**src/rtl/bram_port_arbiter_if.sv**
```systemverilog
// +----------------------------------------------------------------------------+
// | bram_port_arbiter_if : requester, response and RAM-pin bundle for the arbiter |
// | Rev 1.0 - initial release                                                  |
// +----------------------------------------------------------------------------+
`default_nettype none

interface bram_port_arbiter_if #(
  parameter int ADDR_WIDTH = 18,
  parameter int DATA_WIDTH = 8
);
  logic                  req0_valid;
  logic                  req0_we;
  logic [ADDR_WIDTH-1:0] req0_addr;
  logic [DATA_WIDTH-1:0] req0_wdata;
  logic                  req0_ready;
  logic                  rsp0_valid;
  logic [DATA_WIDTH-1:0] rsp0_rdata;

  logic                  req1_valid;
  logic                  req1_we;
  logic [ADDR_WIDTH-1:0] req1_addr;
  logic [DATA_WIDTH-1:0] req1_wdata;
  logic                  req1_ready;
  logic                  rsp1_valid;
  logic [DATA_WIDTH-1:0] rsp1_rdata;

  logic [ADDR_WIDTH-1:0] ram_addr;
  logic                  ram_we;
  logic [DATA_WIDTH-1:0] ram_wdata;
  logic [DATA_WIDTH-1:0] ram_rdata;

  modport slave (
    input  req0_valid, req0_we, req0_addr, req0_wdata,
    input  req1_valid, req1_we, req1_addr, req1_wdata,
    output req0_ready, rsp0_valid, rsp0_rdata,
    output req1_ready, rsp1_valid, rsp1_rdata,
    output ram_addr, ram_we, ram_wdata,
    input  ram_rdata
  );

  modport master (
    output req0_valid, req0_we, req0_addr, req0_wdata,
    output req1_valid, req1_we, req1_addr, req1_wdata,
    input  req0_ready, rsp0_valid, rsp0_rdata,
    input  req1_ready, rsp1_valid, rsp1_rdata,
    input  ram_addr, ram_we, ram_wdata,
    output ram_rdata
  );
endinterface

`default_nettype wire

```
**src/rtl/bram_port_arbiter.sv**
```systemverilog
// +----------------------------------------------------------------------------+
// | bram_port_arbiter : round-robin, burst-bounded sharing of one single-port RAM |
// | Rev 1.0 - initial release                                                  |
// +----------------------------------------------------------------------------+
`default_nettype none

module bram_port_arbiter #(
  parameter int ADDR_WIDTH = 18,
  parameter int DATA_WIDTH = 8,
  parameter int BURST_MAX  = 4
) (
  input  wire logic           clk,
  input  wire logic           reset,
  bram_port_arbiter_if.slave  bus
);

  localparam int              CNT_W   = $clog2(BURST_MAX + 1);
  localparam logic [CNT_W-1:0] CNT_MAX = CNT_W'(BURST_MAX);

  typedef enum logic [1:0] {
    IDLE = 2'd0,
    OWN0 = 2'd1,
    OWN1 = 2'd2
  } state_e;

  state_e           state_q, state_d;
  logic [CNT_W-1:0] burst_cnt_q, burst_cnt_d;
  logic             rd_pend0_q, rd_pend1_q;
  logic             gnt0, gnt1;
  logic             at_limit;

  assign at_limit = (burst_cnt_q == CNT_MAX);

  // Owner yields only when the other side is waiting and the burst budget is spent.
  always_comb begin
    gnt0 = 1'b0;
    gnt1 = 1'b0;
    if (!reset) begin
      case (state_q)
        OWN0: begin
          if (bus.req0_valid && !(bus.req1_valid && at_limit)) gnt0 = 1'b1;
          else if (bus.req1_valid)                              gnt1 = 1'b1;
        end
        OWN1: begin
          if (bus.req1_valid && !(bus.req0_valid && at_limit)) gnt1 = 1'b1;
          else if (bus.req0_valid)                              gnt0 = 1'b1;
        end
        default: begin
          if (bus.req0_valid)      gnt0 = 1'b1;
          else if (bus.req1_valid) gnt1 = 1'b1;
        end
      endcase
    end
  end

  always_comb begin
    state_d     = IDLE;
    burst_cnt_d = '0;
    if (gnt0) begin
      state_d     = OWN0;
      burst_cnt_d = (state_q != OWN0) ? CNT_W'(1) :
                    (at_limit ? CNT_MAX : burst_cnt_q + 1'b1);
    end else if (gnt1) begin
      state_d     = OWN1;
      burst_cnt_d = (state_q != OWN1) ? CNT_W'(1) :
                    (at_limit ? CNT_MAX : burst_cnt_q + 1'b1);
    end
  end

  always_ff @(posedge clk) begin
    if (reset) begin
      state_q     <= IDLE;
      burst_cnt_q <= '0;
      rd_pend0_q  <= 1'b0;
      rd_pend1_q  <= 1'b0;
    end else begin
      state_q     <= state_d;
      burst_cnt_q <= burst_cnt_d;
      rd_pend0_q  <= gnt0 & ~bus.req0_we;
      rd_pend1_q  <= gnt1 & ~bus.req1_we;
    end
  end

  assign bus.req0_ready = gnt0;
  assign bus.req1_ready = gnt1;

  assign bus.ram_addr  = gnt0 ? bus.req0_addr  : (gnt1 ? bus.req1_addr  : {ADDR_WIDTH{1'b0}});
  assign bus.ram_wdata = gnt0 ? bus.req0_wdata : (gnt1 ? bus.req1_wdata : {DATA_WIDTH{1'b0}});
  assign bus.ram_we    = (gnt0 & bus.req0_we) | (gnt1 & bus.req1_we);

  // Gating with reset drops a response that was in flight when reset rose.
  assign bus.rsp0_valid = rd_pend0_q & ~reset;
  assign bus.rsp1_valid = rd_pend1_q & ~reset;
  assign bus.rsp0_rdata = bus.rsp0_valid ? bus.ram_rdata : {DATA_WIDTH{1'b0}};
  assign bus.rsp1_rdata = bus.rsp1_valid ? bus.ram_rdata : {DATA_WIDTH{1'b0}};

endmodule

`default_nettype wire

```
**src/flat_wrapper.sv**
```systemverilog
// flat-port wrapper written by rule: the top's interface ports become plain ports
module bram_port_arbiter_flat 
#(
  parameter int ADDR_WIDTH = 18,
  parameter int DATA_WIDTH = 8,
  parameter int BURST_MAX  = 4
)
  (clk, reset, bus_req0_valid, bus_req0_we, bus_req0_addr, bus_req0_wdata, bus_req1_valid, bus_req1_we, bus_req1_addr, bus_req1_wdata, bus_req0_ready, bus_rsp0_valid, bus_rsp0_rdata, bus_req1_ready, bus_rsp1_valid, bus_rsp1_rdata, bus_ram_addr, bus_ram_we, bus_ram_wdata, bus_ram_rdata);
  bram_port_arbiter_if #(.ADDR_WIDTH(ADDR_WIDTH), .DATA_WIDTH(DATA_WIDTH)) bus_i ();
  input  wire logic clk;
  input  wire logic reset;
  input wire logic [$bits(bus_i.req0_valid)-1:0] bus_req0_valid;
  input wire logic [$bits(bus_i.req0_we)-1:0] bus_req0_we;
  input wire logic [$bits(bus_i.req0_addr)-1:0] bus_req0_addr;
  input wire logic [$bits(bus_i.req0_wdata)-1:0] bus_req0_wdata;
  input wire logic [$bits(bus_i.req1_valid)-1:0] bus_req1_valid;
  input wire logic [$bits(bus_i.req1_we)-1:0] bus_req1_we;
  input wire logic [$bits(bus_i.req1_addr)-1:0] bus_req1_addr;
  input wire logic [$bits(bus_i.req1_wdata)-1:0] bus_req1_wdata;
  output wire logic [$bits(bus_i.req0_ready)-1:0] bus_req0_ready;
  output wire logic [$bits(bus_i.rsp0_valid)-1:0] bus_rsp0_valid;
  output wire logic [$bits(bus_i.rsp0_rdata)-1:0] bus_rsp0_rdata;
  output wire logic [$bits(bus_i.req1_ready)-1:0] bus_req1_ready;
  output wire logic [$bits(bus_i.rsp1_valid)-1:0] bus_rsp1_valid;
  output wire logic [$bits(bus_i.rsp1_rdata)-1:0] bus_rsp1_rdata;
  output wire logic [$bits(bus_i.ram_addr)-1:0] bus_ram_addr;
  output wire logic [$bits(bus_i.ram_we)-1:0] bus_ram_we;
  output wire logic [$bits(bus_i.ram_wdata)-1:0] bus_ram_wdata;
  input wire logic [$bits(bus_i.ram_rdata)-1:0] bus_ram_rdata;
  assign bus_i.req0_valid = bus_req0_valid;
  assign bus_i.req0_we = bus_req0_we;
  assign bus_i.req0_addr = bus_req0_addr;
  assign bus_i.req0_wdata = bus_req0_wdata;
  assign bus_i.req1_valid = bus_req1_valid;
  assign bus_i.req1_we = bus_req1_we;
  assign bus_i.req1_addr = bus_req1_addr;
  assign bus_i.req1_wdata = bus_req1_wdata;
  assign bus_req0_ready = bus_i.req0_ready;
  assign bus_rsp0_valid = bus_i.rsp0_valid;
  assign bus_rsp0_rdata = bus_i.rsp0_rdata;
  assign bus_req1_ready = bus_i.req1_ready;
  assign bus_rsp1_valid = bus_i.rsp1_valid;
  assign bus_rsp1_rdata = bus_i.rsp1_rdata;
  assign bus_ram_addr = bus_i.ram_addr;
  assign bus_ram_we = bus_i.ram_we;
  assign bus_ram_wdata = bus_i.ram_wdata;
  assign bus_i.ram_rdata = bus_ram_rdata;
  bram_port_arbiter #(.ADDR_WIDTH(ADDR_WIDTH), .DATA_WIDTH(DATA_WIDTH), .BURST_MAX(BURST_MAX)) u_core (.clk(clk), .reset(reset), .bus(bus_i));
endmodule
```
**config.mk**
```make
export PLATFORM = sky130hd
export DESIGN_NAME = bram_port_arbiter_flat
export DESIGN_NICKNAME = d
export VERILOG_FILES = /design/src/rtl/bram_port_arbiter_if.sv /design/src/rtl/bram_port_arbiter.sv /design/src/flat_wrapper.sv
export SDC_FILE = /design/constraint.sdc
export NUM_CORES = 1
export LEC_CHECK = 0
export ABC_AREA = 1
export CORE_UTILIZATION = 31
export DETAILED_ROUTE_END_ITERATION = 10
export PLACE_DENSITY = 0.85
export RECOVER_POWER = 50
export SLEW_MARGIN = 20
export SYNTH_ARGS = -nofsm -noshare
export SYNTH_HDL_FRONTEND = slang
export SYNTH_SLANG_ARGS = --single-unit
```
**constraint.sdc**
```tcl
create_clock -name clk -period 2.6 [get_ports clk]
set_clock_uncertainty 0.2 [all_clocks]
set_input_delay 0.39 -clock clk [delete_from_list [all_inputs] [get_ports clk]]
set_output_delay 0.39 -clock clk [all_outputs]
set_load 0.02 [all_outputs]
```
==> results.py <==
metrics = {
    "clocking": {
        "clk_root_buffer_cell": "clkbuf_4",
        "clkLatencyLatePin_ns": 0.27,
        "htree_num_levels": 1,
        "postCtsSetupRepairBufs": 0,
        "cts_tree": "yes",
        "clockBufferDepth": 2,
        "cts_hold_repair.buffers": 0,
        "cts_buffers": 3,
        "cts_num_sinks": 7,
        "cts.reportedPaths.clkPinSlew_ns": 0.06,
    },
    "power": {
        "internal_power_mw": 0.429,
        "power_leakage_nw": 1.23,
        "power_density_mw_per_mm2": 328,
        "power_frac_comb_pct": 69.8,
        "vdd_drop_max_v": 0.000159,
        "clkPwrFrac_pct": 14.2,
        "p_sw_share_pct": 42.7,
        "switching_power_mw": 0.320,
        "power_frac_seq_pct": 16.0,
    },
    "grt": {
        "grt_remaining_overflow": 0,
        "grt_max_degree": 29,
        "antenna_found_initial": 0,
        "grt_pass1_vias": 1476,
        "grt_pass1_wl_um": 6200,
        "gr-usage-all-layers_pct": 22.3,
    },
    "hold_path": {
        "hp-class": "flip-flop to flip-flop",
        "holdPathStages": 4,
        "hold_start": "u_core.burst_cnt_q[0]",
        "min_to": "u_core.burst_cnt_q[0]",
    },
    "layout": {
        "final_nets": 381,
        "final_common_cell": "clkdlybuf4s50_1",
        "regArea_um2": 140,
        "fin_util_pct": 72.9,
        "fin_area_mm2": 0.00228,
        "stdcell_count": 354,
        "multi_input_area_um2": 731,
        "layout_common_cells": "clkdlybuf4s50_1, nand2_1, nand4_1",
        "diodes": 0,
        "num-fill-cells": 268,
        "drive_above_1_share_pct": 21.6,
        "syn2layout_area_growth_pct": 119,
    },
    "die": {
        "dieArea_mm2": 0.00359,
        "io_pins": 113,
        "die_w_um": 60.0,
        "initial_core_util_pct": 33.3,
        "die_h_um": 60.0,
        "core-area_mm2": 0.00313,
        "row_count": 20,
    },
    "synthesis": {
        "yosys-top-cells-area": "nand2_1, nand4_1, dfxtp_1",
        "synthCells": 187,
        "syn_nets": 257,
        "ys_ff_latch": 7,
        "synth_warnings": 0,
        "syn_area_per_cell_um2": 5.57,
        "mappedNetlistArea_mm2": 0.00104,
        "yosys.area.top_type": "nand2_1",
        "yosysUniqueCellTypes": 21,
        "synth.top_cell.area_share_pct": 23.1,
        "yosysSeqAreaShare_pct": 13.5,
    },
    "critical_path": {
        "crit_arrival_ns": 1.89,
        "endpoint_kind": "primary output",
        "crit_fanout": 9,
        "r2r.worst_path.cells": 12,
        "required_ns": 2.01,
        "critical_path_class": "primary input to primary output",
        "rr_endpoint": "u_core.state_q[1]",
        "reg2reg_slack_ns": 0.84,
        "timing.rr.start": "u_core.burst_cnt_q[1]",
        "critPathLaunch": "reset",
        "cp-start-kind": "primary input",
    },
    "placement": {
        "place_hpwl_um": 3150,
        "placed_area_mm2": 0.00229,
        "dp_cells": 348,
        "pre_cts_ws_ns": -0.368,
        "port_buffers": 112,
        "gp_congestion": 0.846,
    },
    "timing": {
        "hold_slack_ns": 0.458,
        "drv_slew": 0,
        "setup_viol": 0,
        "finalCritPeriodShare_pct": 95.4,
        "finalHoldViolCount": 0,
        "layout_setup_ws_ns": 0.119,
        "worst_pin_slew_ns": 0.294,
        "slew_headroom_pct": 80.2,
        "period_minus_slack_ns": 2.48,
        "max_freq_mhz": 403,
    },
    "route": {
        "drt-initial-drc-count": 79,
        "postRouteAntennaNets": 0,
        "drcViolationCount": 0,
        "wirelength_um": 4210,
        "viasPerCell": 4.68,
        "wl_per_cell_um": 11.9,
        "drt_pass1_iterations": 4,
        "vias": 1655,
    },
    "run": {
        "maxCapViolCount": 0,
    },
    "outcome": {
        "run_status": "finished clean",
    },
}
## cell families (layout without fill, tap and decap cells)
kind of cell	after synthesis	count (layout)	synth area share [%]
adder cells (fa/ha/maj)	4	4	4.81
AND/OR/NAND/NOR	135	135	62.0
buffers and inverters	36	159	17.3
flip-flops	7	7	13.5
AO/OA/AOI/OAI	5	5	2.40
## worst max-delay path, stage by stage
cell	delay, ns
clkdlybuf4s50_1	0.45
inv_2	0.14
nand2_2	0.14
nor2_1	0.13
clkdlybuf4s50_1	0.63
## layout make-up
| class | count | share of cell area (%) |
|---|---|---|
| Tap cell | 44 | 2.41 |
| Multi-Input combinational cell | 144 | 32.1 |
| Timing Repair Buffer | 131 | 54.3 |
| Clock buffer | 4 | 1.15 |
| Sequential cell | 7 | 6.15 |
| Inverter | 24 | 3.95 |
## per-stage QoR
step	total power, mW	setup TNS [ns]
3_3_place_gp	0.654	-8.92
2_1_floorplan	0.383	0
6_report	0.748	0
3_5_place_dp	0.657	-10.12
4_1_cts	0.747	0
5_1_grt	0.798	-0.00729
## how the worst max path moves through the flow
stage	to	cells past startpoint
after floorplan	bus_ram_we	10
after global placement	bus_ram_we	11
after detailed placement	bus_ram_wdata[5]	11
after CTS	bus_ram_addr[12]	11
after global routing	bus_ram_addr[16]	12
final	bus_rsp1_rdata[3]	5
## Yosys cell counts
library cell / instances
nand3b_1: 1
nand2_4: 1
a21oi_1: 1
nand3_1: 5
nand4_1: 29
nand2_2: 10
nand3_2: 1
buf_8: 1
clkbuf_1: 2
buf_6: 2
buf_2: 3
nor3_1: 1
inv_1: 24
o21ai_0: 3
o21ai_1: 1
ha_1: 4
nor2_1: 22
buf_4: 4
dfxtp_1: 7
nor2_8: 1
nand2_1: 64
## flip-flops by register name, summed over array words and instances (netlist names)
register	flops
u_core.rd_pend0_q	1
u_core.burst_cnt_q	3
u_core.rd_pend1_q	1
u_core.state_q	2
## metal layers
layer  vias to the layer above  global-route usage (%)  wire [um]  part of all wire [%]
met5                         -                       0          0                     0
met4                         0                    6.98         39                  0.93
met1                       738                    24.6       1680                    40
met2                        63                    41.3       2180                    52
li1                        849                       -          -                     -
met3                         5                    5.63        312                   7.4
## repair_timing
item	in CTS	in global routing
gates cloned	0	2
resized for setup	68	37
setup endpoints to repair	44	45
## power groups by stage
stage | Sequential, mW | Clock (mW) | Combinational, mW
6_report | 0.120 | 0.106 | 0.522
5_1_grt | 0.121 | 0.111 | 0.566
4_1_cts | 0.120 | 0.110 | 0.517
3_5_place_dp | 0.122 | 0 | 0.535
3_3_place_gp | 0.122 | 0 | 0.532
2_1_floorplan | 0.122 | 0 | 0.261
No activity file was read; power rests on OpenSTA's default activity.
